<file path="config.mk">
export PLATFORM = sky130hd
export DESIGN_NAME = velocity_cell_reader
export DESIGN_NICKNAME = d
export VERILOG_FILES = /design/src/rtl/md_cell_mem_pkg.sv /design/src/rtl/vel_rd_fifo.sv /design/src/rtl/velocity_cell_reader.sv
export SDC_FILE = /design/constraint.sdc
export NUM_CORES = 1
export LEC_CHECK = 0
export CAP_MARGIN = 0
export CELL_PAD_IN_SITES_DETAIL_PLACEMENT = 0
export CELL_PAD_IN_SITES_GLOBAL_PLACEMENT = 2
export CORE_ASPECT_RATIO = 0.7
export CORE_UTILIZATION = 37
export DETAILED_ROUTE_END_ITERATION = 10
export GPL_TIMING_DRIVEN = 0
export PLACE_DENSITY = 0.78
export SYNTH_ARGS = -nofsm -noshare
export SYNTH_HDL_FRONTEND = slang
export SYNTH_SLANG_ARGS = --single-unit
</file>
<file path="constraint.sdc">
create_clock -name clk -period 18.05 [get_ports clk]
set_clock_uncertainty 0.15 [all_clocks]
set_input_delay 3.61 -clock clk [delete_from_list [all_inputs] [get_ports clk]]
set_output_delay 3.61 -clock clk [all_outputs]
set_load 0.01 [all_outputs]
</file>
<file path="src/rtl/md_cell_mem_pkg.sv">
// Shared definitions for the per-cell velocity RAM readers: default widths,
// the reader state encoding and the address holding the particle count.
package md_cell_mem_pkg;

  localparam int unsigned DEF_DATA_WIDTH = 96;
  localparam int unsigned DEF_ADDR_WIDTH = 8;
  localparam int unsigned COUNT_ADDR     = 0;

  typedef enum logic [2:0] {
    S_IDLE,
    S_RD_CNT,
    S_WAIT_CNT,
    S_STREAM,
    S_DRAIN,
    S_DONE
  } rd_state_t;

endpackage

</file>
<file path="src/rtl/vel_rd_fifo.sv">
// Small synchronous FIFO holding {last, pid, data} entries returned from the
// velocity RAM until the consumer accepts them.
module vel_rd_fifo #(
  parameter int unsigned  DEPTH = 3,
  parameter int unsigned  WIDTH = 105,
  localparam int unsigned CW    = $clog2(DEPTH + 1)
) (
  input  logic             clk,
  input  logic             rst,
  input  logic             push,
  input  logic [WIDTH-1:0] push_data,
  input  logic             pop,
  output logic [WIDTH-1:0] pop_data,
  output logic [CW-1:0]    count,
  output logic             empty
);

  localparam int unsigned   PW       = (DEPTH > 1) ? $clog2(DEPTH) : 1;
  localparam logic [PW-1:0] LAST_IDX = PW'(DEPTH - 1);

  logic [WIDTH-1:0] mem [DEPTH];
  logic [PW-1:0]    wr_ptr;
  logic [PW-1:0]    rd_ptr;
  logic             do_push;
  logic             do_pop;

  assign empty    = (count == '0);
  assign do_pop   = pop && !empty;
  assign do_push  = push && ((count != CW'(DEPTH)) || do_pop);
  assign pop_data = mem[rd_ptr];

  always_ff @(posedge clk) begin
    if (rst) begin
      wr_ptr <= '0;
      rd_ptr <= '0;
      count  <= '0;
    end else begin
      if (do_push) begin
        mem[wr_ptr] <= push_data;
        wr_ptr      <= (wr_ptr == LAST_IDX) ? '0 : wr_ptr + 1'b1;
      end
      if (do_pop) begin
        rd_ptr <= (rd_ptr == LAST_IDX) ? '0 : rd_ptr + 1'b1;
      end
      count <= count + CW'(do_push) - CW'(do_pop);
    end
  end

endmodule

</file>
<file path="src/rtl/velocity_cell_reader.sv">
// Read-side initiator for one cell velocity RAM: fetches the particle count,
// then streams every {vz,vy,vx} word out on a valid/ready interface.
module velocity_cell_reader
  import md_cell_mem_pkg::*;
#(
  parameter int unsigned DATA_WIDTH   = DEF_DATA_WIDTH,
  parameter int unsigned ADDR_WIDTH   = DEF_ADDR_WIDTH,
  parameter int unsigned PARTICLE_NUM = 220,
  parameter int unsigned RD_LATENCY   = 1
) (
  input  logic                  clk,
  input  logic                  rst,
  input  logic                  start,
  output logic                  busy,
  output logic                  cell_done,
  output logic [ADDR_WIDTH-1:0] particle_cnt,
  output logic [ADDR_WIDTH-1:0] mem_addr,
  output logic                  mem_rden,
  input  logic [DATA_WIDTH-1:0] mem_q,
  output logic                  out_valid,
  input  logic                  out_ready,
  output logic [DATA_WIDTH-1:0] out_data,
  output logic [ADDR_WIDTH-1:0] out_pid,
  output logic                  out_last
);

  localparam int unsigned FIFO_DEPTH = RD_LATENCY + 2;
  localparam int unsigned EW         = DATA_WIDTH + ADDR_WIDTH + 1;
  localparam int unsigned CW         = $clog2(FIFO_DEPTH + 1);
  localparam int unsigned LW         = $clog2(RD_LATENCY + 1) + 1;
  localparam logic [ADDR_WIDTH-1:0] MAX_CNT = ADDR_WIDTH'(PARTICLE_NUM - 1);

  rd_state_t             state;
  rd_state_t             state_nx;
  logic [ADDR_WIDTH-1:0] next_addr;
  logic [ADDR_WIDTH-1:0] last_addr;
  logic [ADDR_WIDTH-1:0] rd_addr;
  logic [ADDR_WIDTH-1:0] cnt_q;
  logic [ADDR_WIDTH-1:0] cnt_clamped;
  logic [LW-1:0]         lat_cnt;
  logic                  latch_cnt;
  logic                  issue;
  logic                  credit;
  logic [CW:0]           inflight;
  logic                  trk_v   [RD_LATENCY];
  logic [ADDR_WIDTH-1:0] trk_pid [RD_LATENCY];
  logic [EW-1:0]         fifo_in;
  logic [EW-1:0]         fifo_q;
  logic [CW-1:0]         fifo_count;
  logic                  fifo_empty;

  assign cnt_clamped = (mem_q[ADDR_WIDTH-1:0] > MAX_CNT) ? MAX_CNT : mem_q[ADDR_WIDTH-1:0];

  always_comb begin
    inflight = '0;
    for (int unsigned i = 0; i < RD_LATENCY; i++) begin
      inflight += (CW+1)'(trk_v[i]);
    end
  end

  assign credit = (inflight + {1'b0, fifo_count}) < (CW+1)'(FIFO_DEPTH);

  always_comb begin
    state_nx  = state;
    mem_rden  = 1'b0;
    rd_addr   = next_addr;
    latch_cnt = 1'b0;
    case (state)
      S_IDLE: begin
        if (start) begin
          mem_rden = 1'b1;
          rd_addr  = ADDR_WIDTH'(COUNT_ADDR);
          state_nx = S_RD_CNT;
        end
      end
      S_RD_CNT, S_WAIT_CNT: begin
        if (lat_cnt == LW'(RD_LATENCY)) begin
          latch_cnt = 1'b1;
          state_nx  = (cnt_clamped == '0) ? S_DONE : S_STREAM;
        end else begin
          state_nx = S_WAIT_CNT;
        end
      end
      S_STREAM: begin
        if (credit) begin
          mem_rden = 1'b1;
          if (next_addr == cnt_q) state_nx = S_DRAIN;
        end
      end
      S_DRAIN: begin
        if ((inflight == '0) && fifo_empty) state_nx = S_DONE;
      end
      S_DONE:  state_nx = S_IDLE;
      default: state_nx = S_IDLE;
    endcase
  end

  assign issue = (state == S_STREAM) && mem_rden;

  // The address bus parks on the last issued address between reads.
  assign mem_addr = mem_rden ? rd_addr : last_addr;

  always_ff @(posedge clk) begin
    if (rst) begin
      state     <= S_IDLE;
      next_addr <= '0;
      last_addr <= '0;
      cnt_q     <= '0;
      lat_cnt   <= '0;
      for (int unsigned i = 0; i < RD_LATENCY; i++) begin
        trk_v[i]   <= 1'b0;
        trk_pid[i] <= '0;
      end
    end else begin
      state <= state_nx;
      if (mem_rden) last_addr <= rd_addr;
      if (state == S_IDLE) lat_cnt <= LW'(1);
      else if (state == S_RD_CNT || state == S_WAIT_CNT) lat_cnt <= lat_cnt + 1'b1;
      if (latch_cnt) begin
        cnt_q     <= cnt_clamped;
        next_addr <= ADDR_WIDTH'(1);
      end else if (issue) begin
        next_addr <= next_addr + 1'b1;
      end
      trk_v[0]   <= issue;
      trk_pid[0] <= next_addr - 1'b1;
      for (int unsigned i = 1; i < RD_LATENCY; i++) begin
        trk_v[i]   <= trk_v[i-1];
        trk_pid[i] <= trk_pid[i-1];
      end
    end
  end

  assign fifo_in = {(trk_pid[RD_LATENCY-1] == cnt_q - 1'b1), trk_pid[RD_LATENCY-1], mem_q};

  vel_rd_fifo #(
    .DEPTH (FIFO_DEPTH),
    .WIDTH (EW)
  ) u_fifo (
    .clk       (clk),
    .rst       (rst),
    .push      (trk_v[RD_LATENCY-1]),
    .push_data (fifo_in),
    .pop       (out_ready),
    .pop_data  (fifo_q),
    .count     (fifo_count),
    .empty     (fifo_empty)
  );

  assign busy         = (state != S_IDLE);
  assign cell_done    = (state == S_DONE);
  assign particle_cnt = cnt_q;
  assign out_valid    = !fifo_empty;
  assign {out_last, out_pid, out_data} = fifo_empty ? '0 : fifo_q;

endmodule
</file>
==> summary.txt <==
Critical path
  – CP top delay family: buffers and inverters
  – CP max stage delay: 0.54 ns
  – Crit path top cell by count: clkdlybuf4s50_1
  – R2R Path Start: u_fifo.count[1]
  – Worst Path Required: 14.29 ns
  – Setup Crit Path Kind: input pin to primary output
  – Startpoint types: input pin
  – Crit end category: primary output
  – Buf+Inv Stages, Crit Path: 2
  – CP max stage cell: clkdlybuf4s50_1
  – Reg2reg setup slack: 15.06 ns
  – Cells along the critical path: clkdlybuf4s50_1 > a32oi_2 > a22o_1 > clkdlybuf4s50_1
  – Crit-path max FO: 9
  – Critical path arrival: 5.35 ns
  – Worst r2r path cells: 8
  – Worst reg2reg path endpoint: u_fifo.mem[2][63]

Floorplan
  – Die area: 0.03960 mm²
  – Initial Utilization: 0.3812
  – Die Y: 166.8 µm
  – Rows: 59
  – DIE WIDTH: 237.4 µm
  – Num ports: 225
  – CORE AREA: 0.03765 mm²

Min path
  – Hold Path Depth: 2
  – Hold Path End: lat_cnt[0]
  – Worst hold start: lat_cnt[0]
  – Worst hold path type: flop to flop

Synthesis
  – Net Count, Synth: 1,160
  – Synth area leader: edfxtp_1
  – FF+latch count, synth: 361
  – Synth top area share: 0.6591
  – Library cells used by synthesis: 49
  – Top post-synthesis cells by area: edfxtp_1, mux2i_1, dfxtp_1
  – Post-synthesis sequential area ratio: 0.7232
  – Main synth FF type: edfxtp_1
  – Post-synthesis cell count: 1,052
  – Ys Warns: 0
  – Synth Cell Area: 0.01435 mm²
  – Share of synthesized flip-flops with an asynchronous set or reset: 0
  – Post-synth EDFFs: 315
  – Synthesized area per cell: 13.64 µm²

Power and ir drop
  – Cell Pwr Density: 135.1 mW/mm²
  – Total power: 2.536 mW
  – Peak VDD IR: 63.09 µV
  – Leak: 6.396 nW

Placement
  – Detailed placement HPWL: 24.54 mm
  – Number of I/O port buffers: 223
  – Placed Cells: 1,814
  – DP Worst Slack: 8.917 ns
  – RD Place Congestion: 0.7327

GRT
  – Total gr overflow: 0
  – Largest net degree at the start of global routing: 14
  – Antenna violations before repair: 3
  – Total GRT Usage: 0.1766
  – First-pass GRT wire length: 53.70 mm
  – Number of global-route vias before repair: 9,202

STA
  – Setup violators final: 0
  – Final Cycle Share: 0.5045
  – Setup TNS: 0 ns
  – Worst slew margin: 0.3164
  – Worst Tran Pin Value: 1.022 ns
  – Period minus WS final: 9.107 ns
  – RSZ-0062 raised after global routing: no
  – Final Slew Violations: 0
  – Fin. Hold Viols: 0
  – Hold Slack: 0.3223 ns
  – Final worst slack: 8.943 ns
  – Fmax: 109.8 MHz

Job
  – Max_cap viols: 0

CTS
  – Htree depth: 2
  – Postcts setup bufs: 0
  – Worst skew pair latency: 0.53 ns
  – Total CTS buffers: 37
  – Clk pin slew, worst setup/hold paths: 0.06 ns
  – CTS tree: built
  – CTS root buffer: clkbuf_16
  – Post-cts hold buffer count: 0
  – Sink Count: 361
  – Post-CTS Resized: 0
  – Clk buf depth: 3

Routing
  – Average wire per standard cell: 18.37 µm
  – Pre-antenna DRT Iters: 5
  – Vias: 9,080
  – Vias/cell: 4.838
  – Remaining antenna violation count after routing: 0
  – Drt drc: 0
  – Post-Route WL: 34.49 mm
  – First-iteration detailed-routing DRC count: 476

Finish
  – Finished Layout Cells: 1,877
  – Sequential Area: 0.01038 mm²
  – Multi-input logic area: 0.003660 mm²
  – Fillcell total: 3,341
  – Area grow syn2layout: 30.78%
  – Antenna diode count: 0
  – Final nets: 1,473
  – Share of cells above drive strength 1: 0.09359

Status
  – Run status: finished, final reports clean
-- logic make-up (layout without fill, tap and decap cells) --
| logic type | after synthesis | in the layout | synth area share |
|---|---|---|---|
| AO/OA/AOI/OAI | 155 | 155 | 0.06015 |
| multiplexers | 106 | 106 | 0.07393 |
| AND/OR/NAND/NOR | 314 | 314 | 0.09432 |
| adder cells (fa/ha/maj) | 8 | 8 | 0.006974 |
| buffers and inverters | 78 | 415 | 0.02310 |
| flip-flops | 361 | 361 | 0.7232 |
| XOR/XNOR | 30 | 30 | 0.01831 |
-- power breakdown --
part / total (mW) / internal, mW / switching [mW]
logic: 0.838 / 0.401 / 0.437
clock network: 0.730 / 0.425 / 0.305
registers: 0.969 / 0.939 / 0.0292
total: 2.54 / 1.77 / 0.771
-- synthesized netlist by cell type, types with 2 or more instances --
cell / number
edfxtp_1: 315
nor2_1: 238
a21oi_1: 122
mux2i_1: 106
dfxtp_1: 46
clkbuf_1: 42
nand2_1: 19
xnor2_1: 18
inv_1: 15
buf_2: 13
xor2_1: 12
ha_1: 8
a22o_1: 7
and2b_1: 7
nor3_1: 7
o21ai_0: 7
nand3_1: 6
buf_1: 5
or3_1: 5
nand4_1: 4
nor4_1: 4
nor4b_1: 4
a211oi_1: 3
a31oi_1: 3
and2_1: 3
buf_6: 3
nor3b_1: 3
o2111ai_1: 3
nor2b_1: 2
or2_2: 2
or3_2: 2
-- sequential cells by signal, summed over array words and instances (netlist names), named ones only --
register       count
u_fifo.rd_ptr      2
trk_v              1
state              3
u_fifo.wr_ptr      2
particle_cnt       8
next_addr          8
trk_pid            8
u_fifo.mem       315
u_fifo.count       2
lat_cnt            2
last_addr          8
-- per-layer routing --
| metal | wire, µm | vias up | share of wire | track usage |
|---|---|---|---|---|
| met1 | 15880 | 4391 | 0.46 | 0.2453 |
| met5 | 34 | - | 0.00099 | 0 |
| li1 | - | 4437 | - | - |
| met3 | 1584 | 59 | 0.046 | 0.03514 |
| met2 | 16450 | 187 | 0.48 | 0.2853 |
| met4 | 539 | 6 | 0.016 | 0.04123 |
-- final cells by class --
| type | instances | share of cell area |
|---|---|---|
| Sequential cell | 361 | 0.5530 |
| Multi-Input combinational cell | 613 | 0.1950 |
| Timing Repair Buffer | 274 | 0.1407 |
| Clock buffer | 46 | 0.05393 |
| Tap cell | 488 | 0.03253 |
| Buffer | 63 | 0.01466 |
| Clock inverter | 17 | 0.007199 |
| Inverter | 15 | 0.003000 |
-- tightest hold or removal path, stage by stage, from the launching register on --
cell and delay [ns]:
dfxtp_1 0.32, nand2_1 0.06, a21oi_1 0.05
-- worst max path at each step --
stage	startpoint	depth (start not counted)	slack, ns	endpoint
2_1_floorplan	rst	3	2.34	u_fifo.mem[1][0]
5_1_grt	start	4	8.79	mem_addr[7]
6_report	start	4	8.94	mem_addr[7]
4_1_cts	start	4	8.92	mem_addr[7]
3_3_place_gp	out_ready	3	-6.69	u_fifo.mem[2][35]
3_5_place_dp	start	4	8.92	mem_addr[7]
-- cell usage in the layout (no fill, tap or decap), types with 10 or more instances in the layout --
cell type	instances
clkbuf_16	39
clkdlybuf4s50_1	223
a21oi_1	122
buf_4	44
xor2_1	12
buf_2	13
edfxtp_1	315
clkbuf_1	48
nor2_1	238
inv_1	15
buf_6	10
mux2i_1	106
xnor2_1	18
nand2_1	19
dfxtp_1	46
-- through the flow --
| step | cell area (µm²) | utilization |
|---|---|---|
| 6_report | 18770 | 0.4986 |
| 5_1_grt | 18770 | 0.4986 |
| 3_3_place_gp | 17200 | 0.4567 |
| 4_1_cts | 18770 | 0.4986 |
| 3_5_place_dp | 17620 | 0.4681 |
| 2_1_floorplan | 14350 | - |
No activity file was read; power rests on OpenSTA's default activity.
